--- src/rtl/rpsc_ilk_pkg.sv ---
// -----------------------------------------------------------------------------
// rpsc_ilk_pkg
// Shared types and helpers for the RPSC interlock input bank.
//   RPSC_TS_W      : width of the optional first-fault timestamp
//   RPSC_MAX_CH    : widest channel vector the priority encoder accepts
//   ts_t           : timestamp / free-running cycle counter type
//   lowest_set_idx : priority encoder, lowest set bit wins
// -----------------------------------------------------------------------------
package rpsc_ilk_pkg;

   localparam int RPSC_TS_W   = 32;
   localparam int RPSC_MAX_CH = 64;

   typedef logic [RPSC_TS_W-1:0] ts_t;

   // Returns the index of the lowest set bit, 0 when the vector is empty.
   // Scanning from the top down lets the lowest hit overwrite higher ones.
   function automatic int unsigned lowest_set_idx(input logic [RPSC_MAX_CH-1:0] v);
      lowest_set_idx = 0;
      for (int i = RPSC_MAX_CH - 1; i >= 0; i--) begin
         if (v[i]) lowest_set_idx = $unsigned(i);
      end
   endfunction

endpackage : rpsc_ilk_pkg

--- src/rtl/channel_debounce.sv ---
// -----------------------------------------------------------------------------
// channel_debounce
// Synchroniser plus debounce filter for a single interlock input.
// Ports:
//   clk      : divided system clock
//   reset    : synchronous, active-low reset
//   raw      : asynchronous raw input
//   filtered : debounced level; changes only after DEBOUNCE_CYCLES
//              consecutive synchronised samples disagree with it
// Parameters: SYNC_STAGES (>=2), DEBOUNCE_CYCLES (>=1), RESET_VAL (the
// non-fault level loaded into every flop on reset).
// -----------------------------------------------------------------------------
module channel_debounce #(
   parameter int   SYNC_STAGES     = 2,
   parameter int   DEBOUNCE_CYCLES = 16,
   parameter logic RESET_VAL       = 1'b0
) (
   input  logic clk,
   input  logic reset,
   input  logic raw,
   output logic filtered
);

   localparam int CNT_W = $clog2(DEBOUNCE_CYCLES + 1);

   logic [SYNC_STAGES-1:0] sync_q;
   logic                   sync_out;
   logic [CNT_W-1:0]       cnt;

   always_ff @(posedge clk) begin
      if (!reset) sync_q <= {SYNC_STAGES{RESET_VAL}};
      else        sync_q <= {sync_q[SYNC_STAGES-2:0], raw};
   end

   assign sync_out = sync_q[SYNC_STAGES-1];

   // Any agreement restarts the count, so only an uninterrupted run of
   // DEBOUNCE_CYCLES differing samples moves the output. The count clears
   // on the accepting edge and therefore never wraps.
   always_ff @(posedge clk) begin
      if (!reset) begin
         cnt      <= '0;
         filtered <= RESET_VAL;
      end else if (sync_out == filtered) begin
         cnt <= '0;
      end else if (cnt == CNT_W'(DEBOUNCE_CYCLES - 1)) begin
         filtered <= sync_out;
         cnt      <= '0;
      end else begin
         cnt <= cnt + CNT_W'(1);
      end
   end

endmodule : channel_debounce

--- src/rtl/interlock_input_bank.sv ---
// -----------------------------------------------------------------------------
// interlock_input_bank
// Conditions NUM_CH raw interlock inputs: synchroniser, debounce, per-channel
// fault latch, first-fault capture and lamp-test overlay.
// Optional feature macro: RPSC_FAULT_TIMESTAMP_EN (adds a free-running cycle
// counter and o_first_ts).
// Ports:
//   clk, reset     : clock, synchronous active-low reset
//   i_raw          : asynchronous raw inputs
//   i_clear        : fault clear, acted on at its rising edge
//   i_lamp_test    : forces every lamp on
//   o_filtered     : debounced input levels
//   o_fault        : live fault per channel
//   o_latched      : held fault flags
//   o_lamp         : o_latched with the lamp-test overlay
//   o_any_fault    : OR of o_latched
//   o_new_fault    : one-cycle pulse when any latched bit rises
//   o_first_valid  : first-fault record present; o_first_idx (and o_first_ts)
//                    are meaningful only while it is high. It drops for one
//                    cycle on a clear, then re-captures if faults survive.
//   o_first_idx    : lowest index among the first latched faults
//   o_first_ts     : (macro only) cycle counter value at capture
// -----------------------------------------------------------------------------
module interlock_input_bank
   import rpsc_ilk_pkg::*;
#(
   parameter int                NUM_CH          = 43,
   parameter int                SYNC_STAGES     = 2,
   parameter int                DEBOUNCE_CYCLES = 16,
   parameter logic [NUM_CH-1:0] ACTIVE_LEVEL    = {NUM_CH{1'b1}}
) (
   input  logic                      clk,
   input  logic                      reset,
   input  logic [NUM_CH-1:0]         i_raw,
   input  logic                      i_clear,
   input  logic                      i_lamp_test,
   output logic [NUM_CH-1:0]         o_filtered,
   output logic [NUM_CH-1:0]         o_fault,
   output logic [NUM_CH-1:0]         o_latched,
   output logic [NUM_CH-1:0]         o_lamp,
   output logic                      o_any_fault,
   output logic                      o_new_fault,
   output logic                      o_first_valid,
   output logic [$clog2(NUM_CH)-1:0] o_first_idx
`ifdef RPSC_FAULT_TIMESTAMP_EN
   ,
   output ts_t                       o_first_ts
`endif
);

   localparam int IDX_W = $clog2(NUM_CH);

   logic              clear_q;
   logic              clear_rise;
   logic [NUM_CH-1:0] latched_next;

   for (genvar g = 0; g < NUM_CH; g++) begin : g_ch
      channel_debounce #(
         .SYNC_STAGES     (SYNC_STAGES),
         .DEBOUNCE_CYCLES (DEBOUNCE_CYCLES),
         .RESET_VAL       (~ACTIVE_LEVEL[g])
      ) u_deb (
         .clk      (clk),
         .reset    (reset),
         .raw      (i_raw[g]),
         .filtered (o_filtered[g])
      );
   end

   assign o_fault     = ~(o_filtered ^ ACTIVE_LEVEL);
   assign o_lamp      = o_latched | {NUM_CH{i_lamp_test}};
   assign o_any_fault = |o_latched;

   // A clear reloads the latch from the live faults, so a channel that is
   // faulted in the clearing cycle stays set and is not reported as new.
   always_comb begin
      clear_rise   = i_clear & ~clear_q;
      latched_next = o_latched | o_fault;
      if (clear_rise) latched_next = o_fault;
   end

`ifdef RPSC_FAULT_TIMESTAMP_EN
   ts_t cycle_cnt;

   always_ff @(posedge clk) begin
      if (!reset) cycle_cnt <= '0;
      else        cycle_cnt <= cycle_cnt + ts_t'(1);
   end
`endif

   always_ff @(posedge clk) begin
      if (!reset) begin
         clear_q       <= 1'b0;
         o_latched     <= '0;
         o_new_fault   <= 1'b0;
         o_first_valid <= 1'b0;
         o_first_idx   <= '0;
`ifdef RPSC_FAULT_TIMESTAMP_EN
         o_first_ts    <= '0;
`endif
      end else begin
         clear_q     <= i_clear;
         o_latched   <= latched_next;
         o_new_fault <= |(latched_next & ~o_latched);
         if (clear_rise) begin
            o_first_valid <= 1'b0;
         end else if (!o_first_valid && (|latched_next)) begin
            o_first_valid <= 1'b1;
            o_first_idx   <= IDX_W'(lowest_set_idx(RPSC_MAX_CH'(latched_next)));
`ifdef RPSC_FAULT_TIMESTAMP_EN
            o_first_ts    <= cycle_cnt;
`endif
         end
      end
   end

endmodule : interlock_input_bank

--- config.mk ---
export PLATFORM = sky130hd
export DESIGN_NAME = interlock_input_bank
export DESIGN_NICKNAME = d
export VERILOG_FILES = /design/src/rtl/rpsc_ilk_pkg.sv /design/src/rtl/channel_debounce.sv /design/src/rtl/interlock_input_bank.sv
export SDC_FILE = /design/constraint.sdc
export NUM_CORES = 1
export LEC_CHECK = 0
export ABC_AREA = 0
export CORE_UTILIZATION = 35
export DETAILED_ROUTE_END_ITERATION = 8
export GPL_TIMING_DRIVEN = 0
export PLACE_DENSITY = 0.69
export RECOVER_POWER = 25
export SKIP_LAST_GASP = 1
export SYNTH_ARGS = -nofsm -noshare
export SYNTH_HDL_FRONTEND = slang
export SYNTH_SLANG_ARGS = --single-unit
export TNS_END_PERCENT = 50
--- constraint.sdc ---
create_clock -name clk -period 2 [get_ports clk]
set_input_delay 0.3 -clock clk [delete_from_list [all_inputs] [get_ports clk]]
set_output_delay 0.3 -clock clk [all_outputs]
set_load 0.1 [all_outputs]
### Word-level counts from Yosys, hierarchy flattened

Cells that the tools add are included.

| storage, ports and cells | value |
|---|---|
| flip-flop bits (word level) | 396 |
| input port bits | 47 |
| output and inout bits | 181 |
| word-level logic and storage cells | 453 |

| operators by class | value |
|---|---|
| add/subtract/negate cells | 43 |
| eq/ne operators | 86 |
| mux-type cells | 44 |
| bitwise gates (word level) | 53 |
| reductions and logical operators | 93 |

Operators with widths:

| kind | number |
|---|---|
| 2-to-1 mux 6 bit | 43 |
| adder 5 x 1 -> 5 bit, second input constant | 43 |
| == test 5 x 4 -> 1 bit, second input constant | 43 |
| NOT 43 bit | 3 |
| OR reduction 3 bit | 43 |
| OR reduction 43 bit | 3 |
| AND reduction 2 bit | 44 |
| OR 43 bit | 2 |
| NOT 1 bit | 46 |
| bitwise AND 43 bit | 1 |
| == test 1 bit | 43 |
| 2-to-1 mux 43 bit | 1 |
| OR reduction 2 bit | 1 |
| bitwise AND 1 bit | 1 |
| logical AND 1 bit | 1 |
| logical NOT 1 bit | 1 |

### Logic depth before layout (Yosys ltp)

Gate-level depths: netlist of the first run.

| depth | value |
|---|---|
| word-level depth | 47 |
| depth in mapped cells | 9 |
| gate-level depth less buffers | 7 |

### Cells and area by module

From an unflattened synthesis of the first run, not the netlist that was laid out.

| unflattened totals | value |
|---|---|
| cell total of the unflattened synthesis | 1,639 |
| area total of the unflattened synthesis | 15,974.1 um^2 |

Modules (own cells, without submodules):

| module | instances | cells an instance | area an instance (um^2) | sequential area each (um^2) |
|---|---|---|---|---|
| channel_debounce | 43 | 27 | 289.0 | 160.2 |
| interlock_input_bank | 1 | 478 | 3,545.9 | 1,041.0 |

### Worst setup path before layout of the first run

No wires, ideal clock.

| timing path | value |
|---|---|
| kind | register to output |
| start point | register o_latched[20] |
| end point | output o_any_fault |
| data arrival time | 2.425 ns |
| data required time | 1.700 ns |
| path slack | -0.725 ns |
| stages on the path, launching flop included | 5 |
| path buffers | 0 |
| cell sequence | dfxtp_1 or4_1 nor2_1 nand4_1 or4_1 |

| on the way | value |
|---|---|
| word-level cells in the longest chain between the ends | 1 |

RTL lines:

| what | line | RTL |
|---|---|---|
| from (decl) | interlock_input_bank.sv:39 | `output logic [NUM_CH-1:0] o_latched,` |
| from (signal assigned) | interlock_input_bank.sv:103 | `o_latched <= latched_next;` |
| OR reduction 43 bit | interlock_input_bank.sv:72 | `assign o_any_fault = \|o_latched;` |
| to (decl) | interlock_input_bank.sv:41 | `output logic o_any_fault,` |

No other way between the ends.

### Worst setup path in the final report of the first run

| timing path | value |
|---|---|
| start point | register o_latched[14] |
| end point | output o_any_fault |

Same word-level chain as after synthesis.

==> results of run 1 <==
## kinds of logic (layout without fill, tap and decap cells)
kind of cell / count (synthesis) / after routing / synth area share
DFF: 396 / 396 / 0.4973
adders and majority gates: 86 / 86 / 0.06750
AOI/OAI and AO/OA: 129 / 129 / 0.05369
xor gates and xnor gates: 129 / 129 / 0.07087
other: 0 / 1 / 0
muxes: 43 / 43 / 0.02700
and+or+nand+nor: 659 / 659 / 0.2016
buffers and inverters: 259 / 579 / 0.08210
## metal layers
metal / vias to the layer above / global-route usage / share of wire
met5: - / 0 / 0
li1: 6033 / - / -
met1: 5806 / 0.2370 / 0.44
met2: 397 / 0.3092 / 0.46
met3: 75 / 0.04172 / 0.068
met4: 0 / 0.05863 / 0.027
## stage by stage
stage	setup slack, ns	utilization
after floorplan	-0.1102	-
after global placement	-1.476	0.4279
after detailed placement	-1.522	0.4279
after CTS	-0.6911	0.4557
after global routing	-0.6581	0.4490
final	-0.6139	0.4491
## what timing repair did
item	in CTS	in global routing
cloned	1	0
setup buffers	11	7
pin swaps	11	9
resized for setup	503	229
endpoints found under the setup margin	274	195
## worst max-delay path by stage
stage | end | cells after the start | from | slack, ns
2_1_floorplan | o_first_idx[0] | 6 | o_latched[37] | -0.11
3_3_place_gp | o_lamp[23] | 4 | i_lamp_test | -1.48
3_5_place_dp | o_latched[33] | 7 | reset | -1.52
4_1_cts | o_any_fault | 5 | o_latched[1] | -0.69
5_1_grt | o_any_fault | 5 | o_latched[21] | -0.66
6_report | o_any_fault | 5 | o_latched[14] | -0.61
## critical path, stage by stage (launching register included)
cell and delay (ns):
dfxtp_4 0.36, or4_1 0.51, nor2_2 0.11, nand4_1 0.10
or4_4 0.49, buf_12 0.20
## state kept, by name (all words and copies together) (netlist names)
name	flops
o_latched	43
o_new_fault	1
o_first_valid	1
g_ch.u_deb.cnt	215
g_ch.u_deb.sync_q	86
clear_q	1
o_first_idx	6
g_ch.u_deb.filtered	43
## cell usage in the layout (no fill, tap or decap), drive strengths merged, types with 3 or more instances in the layout
master         synthesis  routed
a211oi                 5       5
a21o                   3       3
a21oi                 46      46
a221oi                 3       3
and2                  90      90
and3                  43      43
buf                   96     221
bufinv                 0       3
clkbuf                27     157
clkdlybuf4s50          0      49
clkinv                 0       7
dfxtp                396     396
ha                    86      86
inv                  136     138
mux2i                 43      43
nand2                  6       6
nand2b                 5       5
nand3                 50      50
nand4                  6       6
nor2                 342     342
nor2b                  5       5
nor3                   8       8
nor4                   9       9
o2111ai                5       5
o211ai                10      10
o21ai                 18      18
o22ai                 17      17
o31ai                  3       3
or2                   45      45
or3                   43      43
or4                    3       3
xnor2                 86      86
xor2                  43      43
## layout make-up
class / instances / area (µm²)
diodes: 1 / 2.502
plain buffers: 123 / 868.3
clock buffers: 62 / 1239
clock inverters: 13 / 151.4
fillers: 4364 / 24570
inverters: 136 / 510.5
multi-input cells: 1046 / 6825
flip-flops and latches: 396 / 8033
well taps: 592 / 740.7
repair buffers: 245 / 1663
## report_power, final
part,leakage [nW],switching (mW),internal (mW)
combinational,4.52,0.650,0.277
sequential,3.24,0.0540,7.97
clock,0.685,3.08,4.68
## Yosys cell counts (3+ instances only)
cell | count | area, µm²
nor4_2 | 3 | 37.54
clkbuf_1 | 27 | 101.4
buf_1 | 6 | 22.52
o22ai_1 | 17 | 106.4
ha_1 | 86 | 1076
o211ai_1 | 9 | 67.56
a21o_1 | 3 | 22.52
a221oi_1 | 3 | 26.28
or3_1 | 43 | 269.0
nor3_1 | 8 | 40.04
a21oi_1 | 46 | 230.2
nand2_1 | 6 | 22.52
o2111ai_1 | 5 | 43.79
inv_1 | 136 | 510.5
xnor2_1 | 86 | 753.2
or2_2 | 45 | 281.5
o21ai_1 | 4 | 20.02
nor2b_1 | 5 | 31.28
mux2i_1 | 43 | 430.4
nand4_1 | 6 | 37.54
buf_4 | 87 | 653.1
a211oi_1 | 5 | 37.54
xor2_1 | 43 | 376.6
o21ai_0 | 14 | 70.07
dfxtp_1 | 396 | 7928
and2_1 | 90 | 563.0
nor2_1 | 342 | 1284
or4_1 | 3 | 22.52
nand2b_1 | 5 | 31.28
o31ai_1 | 3 | 22.52
nor4_1 | 6 | 37.54
nand3_1 | 49 | 245.2
and3_1 | 43 | 269.0
==> metrics.md, run 1 <==
| Metric | Value |
|---|---|
| H-tree depth | 2 |
| DR pass1 iterations | 5 |
| Pwr Density | 834.2 nW/µm² |
| Final Hold Slack | 0.3440 ns |
| Post-synthesis cell count | 1701 |
| Mapped cell area | 15940 µm² |
| Clock sink total | 396 |
| Post-Route WL | 43780 µm |
| Reg-to-reg startpoint | clear_q |
| Final TNS setup | -5.017 ns |
| Main flop type after synthesis | dfxtp_1 |
| Max_cap viols | 0 |
| Area grow syn2layout | 25.67% |
| Vias/cell | 4.710 |
| DP HPWL | 33150 µm |
| Port Buffer Count | 226 |
| Synth warnings | 0 |
| Setup CP Type | register to output port |
| VDD IR max | 0.4848 mV |
| I/O Pins | 228 |
| CP endpoint kind | output port |
| Core area | 44610 µm² |
| Root Driver | clkbuf_16 |
| Worst-case reg-to-reg path depth | 10 |
| Hold buffer count at cts | 0 |
| Iteration-0 DRC Markers | 692 |
| Fin cells | 2614 |
| Die width | 215.4 µm |
| Placed cell areas | 19090 µm² |
| First-pass GRT wire length | 66440 µm |
| Worst-margin pin slew | 1.054 ns |
| Reg-to-reg critical path endpoint | o_first_idx[0] |
| WL per Instance | 16.75 µm |
| Mean post-synth cell area | 9.372 µm² |
| Status | finished with violations |
| Clock Skews | 0.01277 ns |
| RSZ-0062 raised after global routing | yes |
| Total power | 16.71 mW |
| Hold Path End | g_ch[11].u_deb.sync_q[0] |
| CP startpoint kind | register |
| Fmax | 0.3826 GHz |
| Die area | 46410 µm² |
| Flops & latches, synth | 396 |
| Max_slew headroom | 0.2961 |
| Total grt overflow | 0 |
| Final nets | 2123 |
| Min-delay src | i_raw[11] |
| Share of layout cells above drive strength 1 | 0.2375 |
| Max-slew violation count | 0 |
| Largest net degree at the start of global routing | 16 |
| Syn_nets | 1834 |
| DRT antenna net count | 0 |
| Crit path DAT | 2.31 ns |
| Initial antenna violation count | 3 |
| Final hold violations | 0 |
| Final WS setup | -0.6139 ns |
| Number of instances in the placed design | 2519 |
| Design Area, Final | 20030 µm² |
| Hold Path Depth | 2 |
| Final worst path period share | 1.307 |
| Setup violations, final | 31 |
| Sequential share of the synthesized area | 0.4973 |
| CP max FO | 5 |
| R2r setup slk | -0.38 ns |
| Ys async rst share | 0 |
| Leakage | 8.448 nW |
| CTS tree | built |
| Final critical-path required period | 2.614 ns |
| DRC viols | 0 |
| Worst path required time | 1.70 ns |
| Initial Util | 0.3574 |
| Die Y | 215.4 µm |
| Vias in the first global route | 11960 |
| Clk_lat worst skew | 0.53 ns |
| Clock Pin Slew Worst Setup and Hold Paths | 0.06 ns |
| Clock buffer count from CTS | 42 |
| Failing checks | negative setup slack |
| Final Wtd Congestion | 0.9464 |
| Distinct cells, synth | 55 |
| CTS max path bufs | 3 |
| GRT Overall Usage | 0.1854 |
| EDFF count, synth | 0 |
| Num rows | 77 |
| Hold Crit Class | input port to register |
| Via count | 12311 |
Note: power is estimated with default switching activity, not from simulation.
==> run 2, diff against run 1 <==
--- a/config.mk
+++ b/config.mk
@@ -6,8 +6,10 @@
 export NUM_CORES = 1
 export LEC_CHECK = 0
 export ABC_AREA = 0
+export CORE_ASPECT_RATIO = 1.5
 export CORE_UTILIZATION = 35
 export DETAILED_ROUTE_END_ITERATION = 8
+export GPL_ROUTABILITY_DRIVEN = 0
 export GPL_TIMING_DRIVEN = 0
 export PLACE_DENSITY = 0.69
 export RECOVER_POWER = 25
==> run 2 against run 1 <==
Fmax up 0.29%. The run still ends with negative setup slack left. Cell area shrank 0.57%. Clock-buffer cell count is 6 lower. Via count is 0.83% higher. Utilization decreased by 0.46 points.
==> metrics.md, run 2 (synthesis gave the netlist of run 1 again) <==
| Metric | Value |
|---|---|
| Number of flip-flops in the largest register | 215 (unchanged) |
| Total grt overflow | 0 (unchanged) |
| Iteration-0 DRC Markers | 624 (-9.8%) |
| Final Hold Slack | 0.3345 ns (-0.009539 ns) |
| Clock sink total | 396 (unchanged) |
| Num rows | 95 (+23%) |
| Final WS setup | -0.6064 ns (+0.007510 ns) |
| Worst path required time | 1.70 ns (about the same) |
| Status | finished with violations |
| Min-delay src | i_raw[16] |
| Reg-to-reg startpoint | clear_q |
| Final critical-path required period | 2.606 ns (-0.007510 ns) |
| Die width | 176.3 µm (-18%) |
| Max-slew violation count | 0 (unchanged) |
| GRT Overall Usage | 0.1845 (-0.0008595) |
| Via count | 12413 (+0.83%) |
| Reg-to-reg critical path endpoint | o_first_idx[0] |
| Inserted Diodes | 0 (-1) |
| DRC viols | 0 (unchanged) |
| CP startpoint kind | register |
| Root Driver | clkbuf_16 |
| Leakage | 8.341 nW (-1.3%) |
| Share of layout cells above drive strength 1 | 0.2302 (-0.007272) |
| Crit path DAT | 2.31 ns (about the same) |
| Setup violations, final | 128 (+310%) |
| Final worst path period share | 1.303 (-0.003755) |
| Fmax | 0.3837 GHz (+0.29%) |
| Clock Pin Slew Worst Setup and Hold Paths | 0.07 ns (about the same) |
| DRT antenna net count | 0 (unchanged) |
| Final nets | 2115 (-0.38%) |
| DR pass1 iterations | 5 (unchanged) |
| Setup Slack @ Placement | -1.444 ns (+0.07804 ns) |
| Failing checks | negative setup slack |
| Commonest non-fill, non-tap cell in the layout | dfxtp_1 |
| Die Y | 263.4 µm (+22%) |
| RSZ-0062 raised after global routing | yes |
| Initial antenna violation count | 2 (-1) |
| Vias in the first global route | 12527 (+4.7%) |
| Die area | 46420 µm² (about the same) |
| Core area | 44810 µm² (+0.46%) |
| CTS tree | built |
| Clock buffer count from CTS | 38 (-9.5%) |
| CTS max path bufs | 3 (unchanged) |
| First-pass GRT wire length | 66010 µm (-0.65%) |
| R2r setup slk | -0.48 ns (-0.10 ns) |
| CP max FO | 2 (-3) |
| Final TNS setup | -11.54 ns (-6.520 ns) |
| Initial Util | 0.3557 (-0.001636) |
| Pwr Density | 810.1 nW/µm² (-2.9%) |
| Hold Crit Class | input port to register |
| Hold Path End | g_ch[16].u_deb.sync_q[0] |
| Max_cap viols | 0 (unchanged) |
| Largest net degree at the start of global routing | 16 (unchanged) |
| Placed cell areas | 19080 µm² (about the same) |
| Leading cell types in the layout, fill and taps excluded | 352 x dfxtp_1, 337 x nor2_1, 181 x buf_4 |
| Fillers | 4318 (-1.1%) |
| Multi-input gate area | 6802 µm² (-0.35%) |
| H-tree depth | 2 (unchanged) |
| DP HPWL | 32350 µm (-2.4%) |
| Largest registers | g_ch.u_deb.cnt: 215 flops, g_ch.u_deb.sync_q: 86 flops |
| Setup CP Type | register to output port |
| Area grow syn2layout | 24.94% |
| Port Buffer Count | 226 (unchanged) |
| Hold Path Depth | 2 (unchanged) |
| VDD IR max | 0.6691 mV (+38%) |
| I/O Pins | 228 (unchanged) |
| Final hold violations | 0 (unchanged) |
| Max_slew headroom | 0.2732 (-0.02292) |
| Vias/cell | 4.787 (+1.6%) |
| Worst-margin pin slew | 1.087 ns (+0.03271 ns) |
| CP endpoint kind | output port |
| Register with the most flip-flops | g_ch.u_deb.cnt |
| Post-Route WL | 42710 µm (-2.4%) |
| Clk_lat worst skew | 0.54 ns (about the same) |
| Design Area, Final | 19920 µm² (-0.57%) |
| Utilization after layout | 0.4445 (-0.004625) |
| Worst-case reg-to-reg path depth | 8 (-2) |
| Clock Skews | 0.01351 ns (+0.0007362 ns) |
| Register area | 8030 µm² (about the same) |
| WL per Instance | 16.47 µm (-1.6%) |
==> run 2: cell count changes in the layout (fill, tap and decap cells not counted), sizes merged, moves of 2 or more <==
cell           delta
clkdlybuf4s50     +8
clkinv            +4
buf              +12
bufinv            -2
clkbuf           -27
inv               -2
==> run 2: report_power, final <==
group	switching, mW	internal (mW)	total, mW	leakage (nW)
Sequential	0.0562	7.97	8.03	3.24
Combinational	0.631	0.275	0.906	4.47
Clock	3.00	4.21	7.20	0.633
Total	3.68	12.4	16.1	8.34
==> run 2: worst max-delay path by stage <==
stage	from	cells past startpoint	end
after detailed placement	reset	7	g_ch[28].u_deb.filtered
final	o_latched[9]	5	o_any_fault
after global routing	o_latched[9]	5	o_any_fault
after global placement	reset	7	g_ch[1].u_deb.filtered
after floorplan	o_latched[37]	6	o_first_idx[0]
after CTS	o_latched[9]	5	o_any_fault
==> run 2: layer usage <==
metal | track usage | vias to the layer above | wire length, µm
li1 | - | 6020 | -
met1 | 0.2032 | 5822 | 16290
met2 | 0.3274 | 424 | 21170
met3 | 0.03047 | 147 | 2584
met4 | 0.1121 | 0 | 2670
met5 | 0 | - | 0
==> run 2: worst max-delay path: stages (launching register included) <==
cell and delay [ns]:
dfxtp_4 0.35, or4_4 0.55, nor2_4 0.09, nand4_1 0.09, or4_4 0.48, buf_12 0.19
==> run 2: per-stage QoR <==
stage / cells / total power [mW]
6_report: 2593 / 16.13
5_1_grt: 2593 / 16.64
4_1_cts: 2591 / 16.28
3_5_place_dp: 2509 / 9.121
3_3_place_gp: 2509 / 9.109
2_1_floorplan: 1701 / 8.798
==> run 2: final cells by class <==
type,instances,area share
Sequential cell,396,0.4032
Multi-Input combinational cell,1046,0.3415
Timing Repair Buffer,241,0.08744
Clock buffer,56,0.05892
Buffer,123,0.04215
Tap cell,582,0.03656
Inverter,136,0.02563
Clock inverter,13,0.004649
==> run 2: timing repair <==
action                     in CTS  in global routing
hold buffers                    0                  0
pin swaps                      10                  3
gates resized for setup       732                101
setup endpoints to repair     346                101
buffers inserted               13                  2
